File: src/rtl/uart_tx_arb_pkg.sv
// Shared definitions for the UART transmit arbiter: FSM encoding and default sizing.
package uart_tx_arb_pkg;

  typedef enum logic [1:0] {
    ST_IDLE = 2'd0,
    ST_LOAD = 2'd1,
    ST_WAIT = 2'd2,
    ST_HOLD = 2'd3
  } state_t;

  localparam int DEF_NUM_PORTS      = 2;
  localparam int DEF_PKT_BYTES      = 4;
  localparam int DEF_TIMEOUT_CYCLES = 1024;

  // Counter/index width that stays at least one bit for degenerate sizes.
  function automatic int cnt_w(input int n);
    return (n > 1) ? $clog2(n) : 1;
  endfunction

endpackage

File: src/rtl/uart_tx_arbiter_rr.sv
// Round-robin pick: first requesting port after last_served, wrapping; purely combinational.
module rr_arbiter #(
  parameter int NUM_PORTS = 2,
  parameter int IDX_W     = 1
) (
  input  logic [NUM_PORTS-1:0] req,
  input  logic [IDX_W-1:0]     last_served,
  output logic [NUM_PORTS-1:0] pick
);

  logic found;

  // Scan candidates in priority order last_served+1, +2, ... and keep the first hit.
  always_comb begin
    pick  = '0;
    found = 1'b0;
    for (int i = 1; i <= NUM_PORTS; i++) begin
      for (int j = 0; j < NUM_PORTS; j++) begin
        if (!found && req[j] && ((int'(last_served) + i) % NUM_PORTS == j)) begin
          pick[j] = 1'b1;
          found   = 1'b1;
        end
      end
    end
  end

endmodule

File: src/rtl/uart_tx_arbiter.sv
// Shares one UART transmitter between NUM_PORTS byte requesters, locking the
// grant for a packet of PKT_BYTES bytes or until the owner goes idle too long.
//
//   state | meaning
//   IDLE  | no owner; pick a full holding register round-robin
//   LOAD  | one cycle: strobe owner's byte to the transmitter, free its holder
//   WAIT  | byte in flight; wait for uart_tx_value_done
//   HOLD  | packet open; wait for owner's next byte or time out
module uart_tx_arbiter
  import uart_tx_arb_pkg::*;
#(
  parameter int NUM_PORTS      = DEF_NUM_PORTS,
  parameter int PKT_BYTES      = DEF_PKT_BYTES,
  parameter int TIMEOUT_CYCLES = DEF_TIMEOUT_CYCLES
) (
  input  logic                      clock,
  input  logic                      arst,
  input  logic [NUM_PORTS-1:0][7:0] req_value,
  input  logic [NUM_PORTS-1:0]      req_write,
  output logic [NUM_PORTS-1:0]      req_done,
  output logic [NUM_PORTS-1:0]      req_overrun,
  output logic [NUM_PORTS-1:0]      grant,
  output logic [7:0]                uart_tx_value,
  output logic                      uart_tx_value_write,
  input  logic                      uart_tx_value_done,
  output logic                      timeout_pulse
);

  localparam int IDX_W = cnt_w(NUM_PORTS);
  localparam int BC_W  = cnt_w(PKT_BYTES);
  localparam int TO_W  = cnt_w(TIMEOUT_CYCLES);

  state_t                      state, state_nxt;
  logic [NUM_PORTS-1:0]        hold_full;
  logic [NUM_PORTS-1:0][7:0]   hold_data;
  logic [IDX_W-1:0]            grant_idx, pick_idx, last_served, load_idx;
  logic [BC_W-1:0]             byte_cnt;
  logic [TO_W-1:0]             tmo_cnt;
  logic [NUM_PORTS-1:0]        pick;
  logic                        take, release_grant, bc_inc, tmo_clr, tmo_inc, load_enter;

  rr_arbiter #(
    .NUM_PORTS (NUM_PORTS),
    .IDX_W     (IDX_W)
  ) u_rr (
    .req         (hold_full),
    .last_served (last_served),
    .pick        (pick)
  );

  // Binary index of the one-hot round-robin pick.
  always_comb begin
    pick_idx = '0;
    for (int i = 0; i < NUM_PORTS; i++) begin
      if (pick[i]) pick_idx = IDX_W'(i);
    end
  end

  assign load_idx = (state == ST_IDLE) ? pick_idx : grant_idx;

  // FSM state register.
  always_ff @(posedge clock or posedge arst) begin
    if (arst) state <= ST_IDLE;
    else      state <= state_nxt;
  end

  // Next-state and strobes; outputs decode from state so reset silences them at once.
  always_comb begin
    state_nxt           = state;
    req_done            = '0;
    timeout_pulse       = 1'b0;
    uart_tx_value_write = 1'b0;
    take                = 1'b0;
    release_grant       = 1'b0;
    bc_inc              = 1'b0;
    tmo_clr             = 1'b0;
    tmo_inc             = 1'b0;
    load_enter          = 1'b0;
    case (state)
      ST_IDLE: begin
        if (|hold_full) begin
          take       = 1'b1;
          load_enter = 1'b1;
          state_nxt  = ST_LOAD;
        end
      end
      ST_LOAD: begin
        uart_tx_value_write = 1'b1;
        state_nxt           = ST_WAIT;
      end
      ST_WAIT: begin
        if (uart_tx_value_done) begin
          req_done = grant;
          if (byte_cnt == BC_W'(PKT_BYTES - 1)) begin
            release_grant = 1'b1;
            state_nxt     = ST_IDLE;
          end else begin
            bc_inc    = 1'b1;
            tmo_clr   = 1'b1;
            state_nxt = ST_HOLD;
          end
        end
      end
      ST_HOLD: begin
        if (hold_full[grant_idx]) begin
          load_enter = 1'b1;
          state_nxt  = ST_LOAD;
        end else if (tmo_cnt == TO_W'(TIMEOUT_CYCLES - 1)) begin
          timeout_pulse = 1'b1;
          release_grant = 1'b1;
          state_nxt     = ST_IDLE;
        end else begin
          tmo_inc = 1'b1;
        end
      end
      default: state_nxt = ST_IDLE;
    endcase
  end

  // Grant ownership, packet byte count, idle timer and the transmit byte register.
  always_ff @(posedge clock or posedge arst) begin
    if (arst) begin
      grant         <= '0;
      grant_idx     <= '0;
      last_served   <= IDX_W'(NUM_PORTS - 1);
      byte_cnt      <= '0;
      tmo_cnt       <= '0;
      uart_tx_value <= '0;
    end else begin
      if (take) begin
        grant     <= pick;
        grant_idx <= pick_idx;
        byte_cnt  <= '0;
      end
      if (release_grant) begin
        grant       <= '0;
        last_served <= grant_idx;
      end
      if (bc_inc) byte_cnt <= byte_cnt + 1'b1;
      if (tmo_clr)                     tmo_cnt <= '0;
      else if (tmo_inc && tmo_cnt != '1) tmo_cnt <= tmo_cnt + 1'b1;
      // Latched on entry to LOAD so the byte is stable during the strobe and after it.
      if (load_enter) uart_tx_value <= hold_data[load_idx];
    end
  end

  // Per-port holding registers; a write landing on the LOAD cycle refills the slot being freed.
  always_ff @(posedge clock or posedge arst) begin
    if (arst) begin
      hold_full   <= '0;
      hold_data   <= '0;
      req_overrun <= '0;
    end else begin
      for (int p = 0; p < NUM_PORTS; p++) begin
        if (req_write[p]) begin
          if (!hold_full[p] || (state == ST_LOAD && grant_idx == IDX_W'(p))) begin
            hold_data[p] <= req_value[p];
            hold_full[p] <= 1'b1;
          end else begin
            req_overrun[p] <= 1'b1;
          end
        end else if (state == ST_LOAD && grant_idx == IDX_W'(p)) begin
          hold_full[p] <= 1'b0;
        end
      end
    end
  end

endmodule
File: config.mk
export PLATFORM = sky130hd
export DESIGN_NAME = uart_tx_arbiter
export DESIGN_NICKNAME = d
export VERILOG_FILES = /design/src/rtl/uart_tx_arb_pkg.sv /design/src/rtl/uart_tx_arbiter_rr.sv /design/src/rtl/uart_tx_arbiter.sv
export SDC_FILE = /design/constraint.sdc
export NUM_CORES = 1
export LEC_CHECK = 0
export CAP_MARGIN = 40
export CORE_ASPECT_RATIO = 0.8
export CORE_UTILIZATION = 35
export CTS_BUF_LIST = sky130_fd_sc_hd__clkbuf_8 sky130_fd_sc_hd__clkbuf_16
export DETAILED_ROUTE_END_ITERATION = 12
export PLACE_DENSITY_LB_ADDON = 0.08
export SYNTH_ARGS = -nofsm -noshare
export SYNTH_HDL_FRONTEND = slang
export SYNTH_SLANG_ARGS = --single-unit
File: constraint.sdc
create_clock -name clock -period 2.33 [get_ports clock]
set_input_delay 0.466 -clock clock [delete_from_list [all_inputs] [get_ports clock]]
set_output_delay 0.466 -clock clock [all_outputs]
set_load 0.02 [all_outputs]
; After elaboration in Yosys (flattened, before gate mapping)
; Index checks and enable logic that the tools add are counted.
[word_totals]
latch_bits = 0
rom_bits = 0
in_bits = 21
reg_bits = 46
mem_count = 0
ramBits = 0
[classes]
muxes = 49
order_cmp = 2
multipliers = 0
add_sub_neg = 4
bitwise = 5
n_shift = 0
div_mod_pow = 0
n_reduce_logical = 33
n_eq_ne = 13
[ops]
columns = op, count
row1 = $logic_not 32->1, 2
row2 = $mux 1, 31
row3 = $mux 2, 11
row4 = $mux 10, 2
row5 = $mux 8, 2
row6 = $reduce_and 2->1, 6
row7 = $add 10x1->10 const B, 1
row8 = $eq 10x10->1 const B, 1
row9 = $eq 2x2->1 const B, 5
row10 = $logic_and 1x1->1, 10
row11 = $ne 10x10->1 const B, 1
row12 = $reduce_bool 2->1, 5
row13 = $pmux 2 s4, 1
row14 = $ne 2x1->1 const B, 3
row15 = $logic_not 1->1, 5
row16 = $lt 1x2->1 const B, 2
row17 = $pmux 1 s2, 2
row18 = $ne 3x3->1 const B, 1
row19 = $not 1->1, 3
row20 = $reduce_and 3->1, 1
row21 = $add 1x1->1 const B, 2
row22 = $add 2x1->2 const B, 1
row23 = $and 1x1->1 const A, 2
row24 = $eq 2x1->1 const B, 1
row25 = 4 further kinds, 5

; Depth between registers and ports, before layout
; Gate-level depths: netlist of run 1.
[logic_depth]
word_depth = 21
ltp_mapped = 7

; Modules after synthesis
; A second synthesis of run 1 with hierarchy kept.
[hier_totals]
hier_cells = 193
hier_area_um2 = 2314.7
[modules_own_cells]
columns = mod, n_inst, area_per_inst_um2, cells_per_inst
row1 = uart_tx_arbiter, 1, 2296.0, 190
row2 = rr_arbiter, 1, 18.8, 3

; Worst setup path after synthesis of run 1
; Ideal clock, no wire load.
[synth_timing]
path_type = register to output
from = register tmo_cnt[0]
to = output timeout_pulse
path_slack_ps = 445
stages_incl_launch_ff = 5
t_required_ps = 1864
arrival_ps = 1419
path_buffers = 0
cell_sequence = dfrtp_1 > ha_1 > nand4_1 > nor3_1 > and3_1
[synth_via]
elab_chain_len = 4
[synth_lines]
columns = element, line_no
row1 = from (decl), uart_tx_arbiter.sv:38  ; logic [TO_W-1:0] tmo_cnt;
row2 = from (signal assigned), uart_tx_arbiter.sv:141  ; else if (tmo_inc && tmo_cnt != '1) tmo_cnt <= tmo_cnt + 1'b1;
row3 = $eq 10x10->1, uart_tx_arbiter.sv:108  ; end else if (tmo_cnt == TO_W'(TIMEOUT_CYCLES - 1)) begin
row4 = $mux 1, uart_tx_arbiter.sv:108
row5 = $mux 1, uart_tx_arbiter.sv:105  ; if (hold_full[grant_idx]) begin
row6 = $mux 1, uart_tx_arbiter.sv:79  ; case (state)
row7 = to (decl), uart_tx_arbiter.sv:26  ; output logic timeout_pulse
; Every way passes these cells.

; Worst setup path after layout of run 1
[layout_timing]
from = register state[1]
to = output uart_tx_value_write
[layout_via]
elab_chain_len = 2
[layout_lines]
columns = element, line_no
row1 = from (decl), uart_tx_arbiter.sv:33  ; state_t state, state_nxt;
row2 = from (signal assigned), uart_tx_arbiter.sv:64  ; else state <= state_nxt;
row3 = $eq 2x1->1, uart_tx_arbiter.sv:79
row4 = $mux 1, uart_tx_arbiter.sv:79
row5 = to (decl), uart_tx_arbiter.sv:24  ; output logic uart_tx_value_write,
; Every way passes these cells.

==> results.json, run 1 <==
{
  "grt_pass1_wl_um": 7690,
  "fillers": 590,
  "yosysMostFrequentCell": "dfrtp_1",
  "synth_commonest_cells": "dfrtp_1 (45), mux2_2 (30), nand2_1 (17)",
  "yosysSeqAreaShare_pct": 50.5,
  "grt_max_degree": 28,
  "htree_num_levels": 2,
  "status": "completed",
  "ys_async_sr_fraction_pct": 100,
  "slew_violations": 0,
  "drtIter0Drc": 62,
  "synth_nets": 223,
  "wl_um": 4640,
  "areaGrowthSynthToFinish_pct": 28.0,
  "antenna_found_initial": 0,
  "yosysWarnings": 0,
  "crit_chain": "inv_1, ha_1, clkdlybuf4s50_1",
  "cts_buffers": 5,
  "cts_tree": "yes",
  "clock_path_buffers": 2,
  "io_buffers": 36,
  "rows": 25,
  "start_util_pct": 37.4,
  "min_period_ns": 2.11,
  "drt-vias-per-instance": 4.97,
  "drcViolationCount": 0,
  "worstPathArrival_ns": 1.65,
  "ys.flop_type": "dfrtp_1",
  "design_area_um2": 2920,
  "hold_viol_final": 0,
  "leakage_nw": 1.26,
  "synth.ff_latch_count": 46,
  "die_area_um2": 6840,
  "vdd_ir_drop_max_mv": 0.726,
  "crit_fanout": 4,
  "max_freq_mhz": 473,
  "skew_ns": 0.00912,
  "wl_per_cell_um": 14.2,
  "end_kind": "output port",
  "design.core.area_um2": 6100,
  "fp.dieH_um": 74.2,
  "synth_edf_count": 0,
  "grt.total_usage_pct": 14.7,
  "nets": 271,
  "maxSlewHeadroom_pct": 46.5,
  "antenna_cells": 0,
  "worstSetupPathType": "reg2out",
  "ant_nets": 0,
  "fin_crit_sh_pct": 90.6,
  "required_ns": 1.86,
  "gp_congestion": 0.785,
  "dpl.hpwl_um": 3410,
  "holdWs_ns": 0.478,
  "syn_area_um2": 2280,
  "syn_area_per_cell_um2": 11.6,
  "clock-sinks": 46,
  "placedInstanceArea_um2": 2800,
  "path_clk_slew_ns": 0.09,
  "critPathMaxStageDelay_ns": 0.62,
  "total_power_mw": 3.64,
  "netlist.top_cell.by_area": "dfrtp_1",
  "synth_top_area_share_pct": 49.4,
  "pin_count": 37,
  "crit_path_start_kind": "flop",
  "clk_latency_ns": 0.29,
  "vias": 1620,
  "syn_inst": 196,
  "postLayoutCoreUtil_pct": 47.8,
  "first_pass_iters": 4,
  "die_w_um": 92.2,
  "rsz0062_at_grt": "no",
  "tns_ns": 0,
  "hold_class": "reg2reg",
  "grt_pass1_vias": 1585,
  "cap_violations": 0,
  "worst_slew_pin_slew_ns": 0.801,
  "ys_top_cells_by_area": "dfrtp_1 (49%), mux2_2 (15%), ha_1 (3.3%)",
  "cts_root_buf": "clkbuf_8",
  "synthDistinctLibCells": 44,
  "grt_overflow": 0,
  "finalSetupViolCount": 0,
  "slowest_stage": "clkdlybuf4s50_1",
  "power_density_nw_per_um2": 1250,
  "drive_above_1_share_pct": 25.3
}
cell usage in the layout (no fill, tap or decap), drive strengths merged, types with 3 or more instances in the layout:
master / synthesis / final
or4: 3 / 3
o21ai: 7 / 7
clkbuf: 1 / 5
nor2b: 4 / 4
buf: 6 / 12
inv: 6 / 7
nor2: 6 / 6
dfrtp: 45 / 45
a21oi: 14 / 14
nand2: 18 / 18
o31ai: 4 / 4
nand3: 8 / 8
mux2: 33 / 33
and3: 4 / 4
ha: 6 / 6
clkdlybuf4s50: 0 / 33
or3: 3 / 3
metrics by stage:
stage                     worst slack [ns]  instances
after floorplan                      0.445        196
after global placement               0.150        318
after detailed placement             0.153        318
after CTS                           0.0319        326
after global routing                0.0817        326
final                                0.218        326
layer usage:
metal / share of wire (%) / global-route usage, % / wire length (µm) / vias to the layer above
li1: - / - / - / 803
met1: 53 / 21.8 / 2470 / 786
met2: 42 / 21.4 / 1950 / 29
met3: 4.1 / 3.58 / 191 / 2
met4: 0.54 / 4.17 / 25 / 0
met5: 0 / 0 / 0 / -
power breakdown:
part / total, mW / leakage, nW / switching, mW / internal [mW]
Combinational: 1.72 / 0.646 / 0.778 / 0.938
Sequential: 1.33 / 0.557 / 0.211 / 1.12
Clock: 0.587 / 0.0556 / 0.271 / 0.316
Total: 3.64 / 1.26 / 1.26 / 2.38
worst paths after layout:
check	start	to	cells after the start	slack, ns
setup / recovery	state[1]$_DFFE_PP0P_	uart_tx_value_write	3	0.22
hold / removal	req_overrun[0]$_DFFE_PP0P_	req_overrun[0]$_DFFE_PP0P_	1	0.48
setup reg to reg	state[0]$_DFFE_PP0P_	uart_tx_value[3]$_DFFE_PP0P_	6	0.26
hold reg to reg	req_overrun[0]$_DFFE_PP0P_	req_overrun[0]$_DFFE_PP0P_	1	0.48
max in group asynchronous	arst	uart_tx_value[3]$_DFFE_PP0P_	3	1.35
min in group asynchronous	arst	uart_tx_value[2]$_DFFE_PP0P_	2	0.49
worst max-delay path: cells and delay by family, from the launching register on:
family	cells	cell delay (ns)
flops	1	0.40
fa+ha+maj	1	0.22
buf+inv	2	0.74
sequential cells by signal, indices dropped and copies added, names as in the netlist:
| signal | flops |
|---|---|
| byte_cnt | 2 |
| grant | 2 |
| grant_idx | 1 |
| hold_data | 16 |
| hold_full | 2 |
| last_served | 1 |
| req_overrun | 2 |
| state | 2 |
| tmo_cnt | 10 |
| uart_tx_value | 8 |
what timing repair did:
action	4_1_cts	5_1_grt
resized for setup	2	3
hold endpoints to repair	0	0
hold buffers	0	0
setup endpoints to repair	3	3
setup buffers	0	0
cloned	0	0
logic make-up (layout without fill, tap and decap cells):
family	after synthesis	count (layout)	share of synthesized area [%]
xor gates and xnor gates	1	1	0.384
AOI/OAI and AO/OA	39	39	12.3
and+or+nand+nor	56	56	12.6
DFF	46	46	50.5
muxes	35	35	17.7
buffers and inverters	13	62	3.07
adders and majority gates	6	6	3.29
layout make-up:
class                      instances  area (µm²)  share of cell area (%)
tap                               81         101                    3.47
timing repair buffer              48         467                    16.0
inverter                           6        22.5                   0.772
multi-input combinational        137        1060                    36.5
clock inverter                     3        41.3                    1.42
clock buffer                       5        68.8                    2.36
sequential                        46        1150                    39.5
Power figures use the tool's default switching activity.
==> run 2, diff against run 1 <==
SLEW_MARGIN = 20   (was not set)
==> results of run 2 <==
Same layout as run 1: the final DEF is identical, and so are final timing and power.
==> RTL change (config.mk and constraints of run 1) <==
Put one more register stage on the output `req_overrun`, with the module's reset. The value now appears one clock later. The other outputs are not delayed to match.
--- a/src/rtl/uart_tx_arbiter.sv
+++ b/src/rtl/uart_tx_arbiter.sv
@@ -29,6 +29,8 @@
   localparam int IDX_W = cnt_w(NUM_PORTS);
   localparam int BC_W  = cnt_w(PKT_BYTES);
   localparam int TO_W  = cnt_w(TIMEOUT_CYCLES);
+
+  logic [NUM_PORTS-1:0] req_overrun_s0;
 
   state_t                      state, state_nxt;
   logic [NUM_PORTS-1:0]        hold_full;
@@ -149,7 +151,7 @@
     if (arst) begin
       hold_full   <= '0;
       hold_data   <= '0;
-      req_overrun <= '0;
+      req_overrun_s0 <= '0;
     end else begin
       for (int p = 0; p < NUM_PORTS; p++) begin
         if (req_write[p]) begin
@@ -157,7 +159,7 @@
             hold_data[p] <= req_value[p];
             hold_full[p] <= 1'b1;
           end else begin
-            req_overrun[p] <= 1'b1;
+            req_overrun_s0[p] <= 1'b1;
           end
         end else if (state == ST_LOAD && grant_idx == IDX_W'(p)) begin
           hold_full[p] <= 1'b0;
@@ -166,4 +168,12 @@
     end
   end
 
+  always_ff @(posedge clock or posedge arst) begin
+    if (arst) begin
+      req_overrun <= '0;
+    end else begin
+      req_overrun <= req_overrun_s0;
+    end
+  end
+
 endmodule
Behaviour: not the same (Yosys sat finds a counterexample within 4 cycles, from zero or initial values and one cycle with arst high).
==> RTL change against run 1 <==
Sequential cell count grew 2; power up 2.4%; routed wire length is 1.1% higher; synthesized area increased by 0.33%; count of clock-buffer cells in the layout is the same; synthesized cell count down 1.0%; register-to-register slack hardly changed; design area increased by 1.0%; setup slack worse by 0.060 ns; sequential share of layout area is 1.3 points higher; critical path type unchanged.
==> RTL change: results (changes against run 1) <==
- Layout Skew: 0.0160 ns (was 0.00912 ns)
- Routability Congestion: 0.747 (was 0.785)
- Multi-input logic area: 1030 µm² (was 1060 µm²)
- Fillers: 577 (was 590)
- Status: complete, no violations (unchanged)
- Capture point of the worst reg-to-reg path: uart_tx_value[0] (was uart_tx_value[3])
- Wire length per cell: 14.5 µm (was 14.2 µm)
- ClkCell Share: 4.67% (was 3.77%)
- Power Internal: 2.48 mW (was 2.38 mW)
- Final worst-path cycle share: 93.2% (was 90.6%)
- Post-Syn Instances: 194 (was 196)
- Comb power frac: 44.5% (was 47.2%)
- Layout cells sized above 1: 25.5% (was 25.3%)
- Hold EP: req_overrun[0] (unchanged)
- Die width: 92.4 µm (was 92.2 µm)
- Dpl ws: 0.165 ns (was 0.153 ns)
- Non-clk buf share: 15.1% (was 16.0%)
- Clock-net power: 733 µW (was 587 µW)
- 1st-iter DRT viols: 43 (was 62)
- Leak pwr: 1.25 nW (was 1.26 nW)
- Non-Clock Buffer Count: 46 (was 48)
- Final #Nets: 269 (was 271)
- Seq/Total Area, Yosys: 52.6% (was 50.5%)
- Max-cap viol count: 0 (unchanged)
- WHS: 0.381 ns (was 0.478 ns)
- #FFs+latches synth: 48 (was 46)
- Crit path DAT: 1.71 ns (was 1.65 ns)
- Placed instance area: 2810 µm² (was 2800 µm²)
- Cells taking the most area after synthesis: dfrtp_1 (51%), mux2_2 (17%), ha_1 (3.3%) (was dfrtp_1 (49%), mux2_2 (15%), ha_1 (3.3%))
- Largest net degree at the start of global routing: 23 (was 28)
- Power Combinational: 1.66 mW (was 1.72 mW)
- Cell area after layout: 2950 µm² (was 2920 µm²)
- Syn nets: 221 (was 223)
- Register area: 1200 µm² (was 1150 µm²)
- GR Util All Layers: 14.9% (was 14.7%)
- Signal inverters: 8 (was 6)
- Post-Place Cells: 316 (was 318)
- Clk_lat worst skew: 0.31 ns (was 0.29 ns)
- Hold path cells: 0 (was 1)
- Peak supply drop: 0.595 mV (was 0.726 mV)
- Multi-input gates: 133 (was 137)
- Via count: 1,608 (was 1,620)
- Slew @ Worst Pin: 0.528 ns (was 0.801 ns)
- PortBufs: 36 (unchanged)
- Post-DP HPWL: 3430 µm (was 3410 µm)
- Root Buffer: clkbuf_8 (unchanged)
- Commonest cells in the netlist: dfrtp_1 (47), mux2_2 (34), nand2_1 (15) (was dfrtp_1 (45), mux2_2 (30), nand2_1 (17))
- Hold_sp: req_overrun_s0[0] (was req_overrun[0])
- Post-DR vias/cell: 4.96 (was 4.97)
- First-pass GRT wire length: 7740 µm (was 7690 µm)
==> RTL change: cell types whose count changed after synthesis, moves of 3 or more <==
cell / delta
mux2i_1: +3
mux2_2: +4
a21oi_1: -5
mux2_1: -3
==> RTL change: worst max-delay path, cell delays in order (launching register included) <==
cell             delay (ns)
dfrtp_1                0.42
inv_1                  0.14
ha_1                   0.23
clkdlybuf4s50_1        0.62
==> RTL change: cells by family (layout without fill, tap and decap cells) <==
family	Yosys count	after routing	share of synthesized area [%]
flops	48	48	52.6
buf+inv	13	62	2.46
compound gates	32	32	9.85
simple gates	57	57	13.3
mux	38	38	18.5
fa+ha+maj	6	6	3.28
==> RTL change: per-layer routing <==
metal,global-route usage [%],share of wire (%)
met4,5.73,1.5
met3,3.17,3.2
met1,21.1,54
met5,0,0
met2,22.5,42
==> RTL change: timing repair <==
action	CTS	global route
hold buffers	0	0
endpoints found under the setup margin	3	1
resized for setup	4	1
pin swaps	0	0
setup buffers	0	0
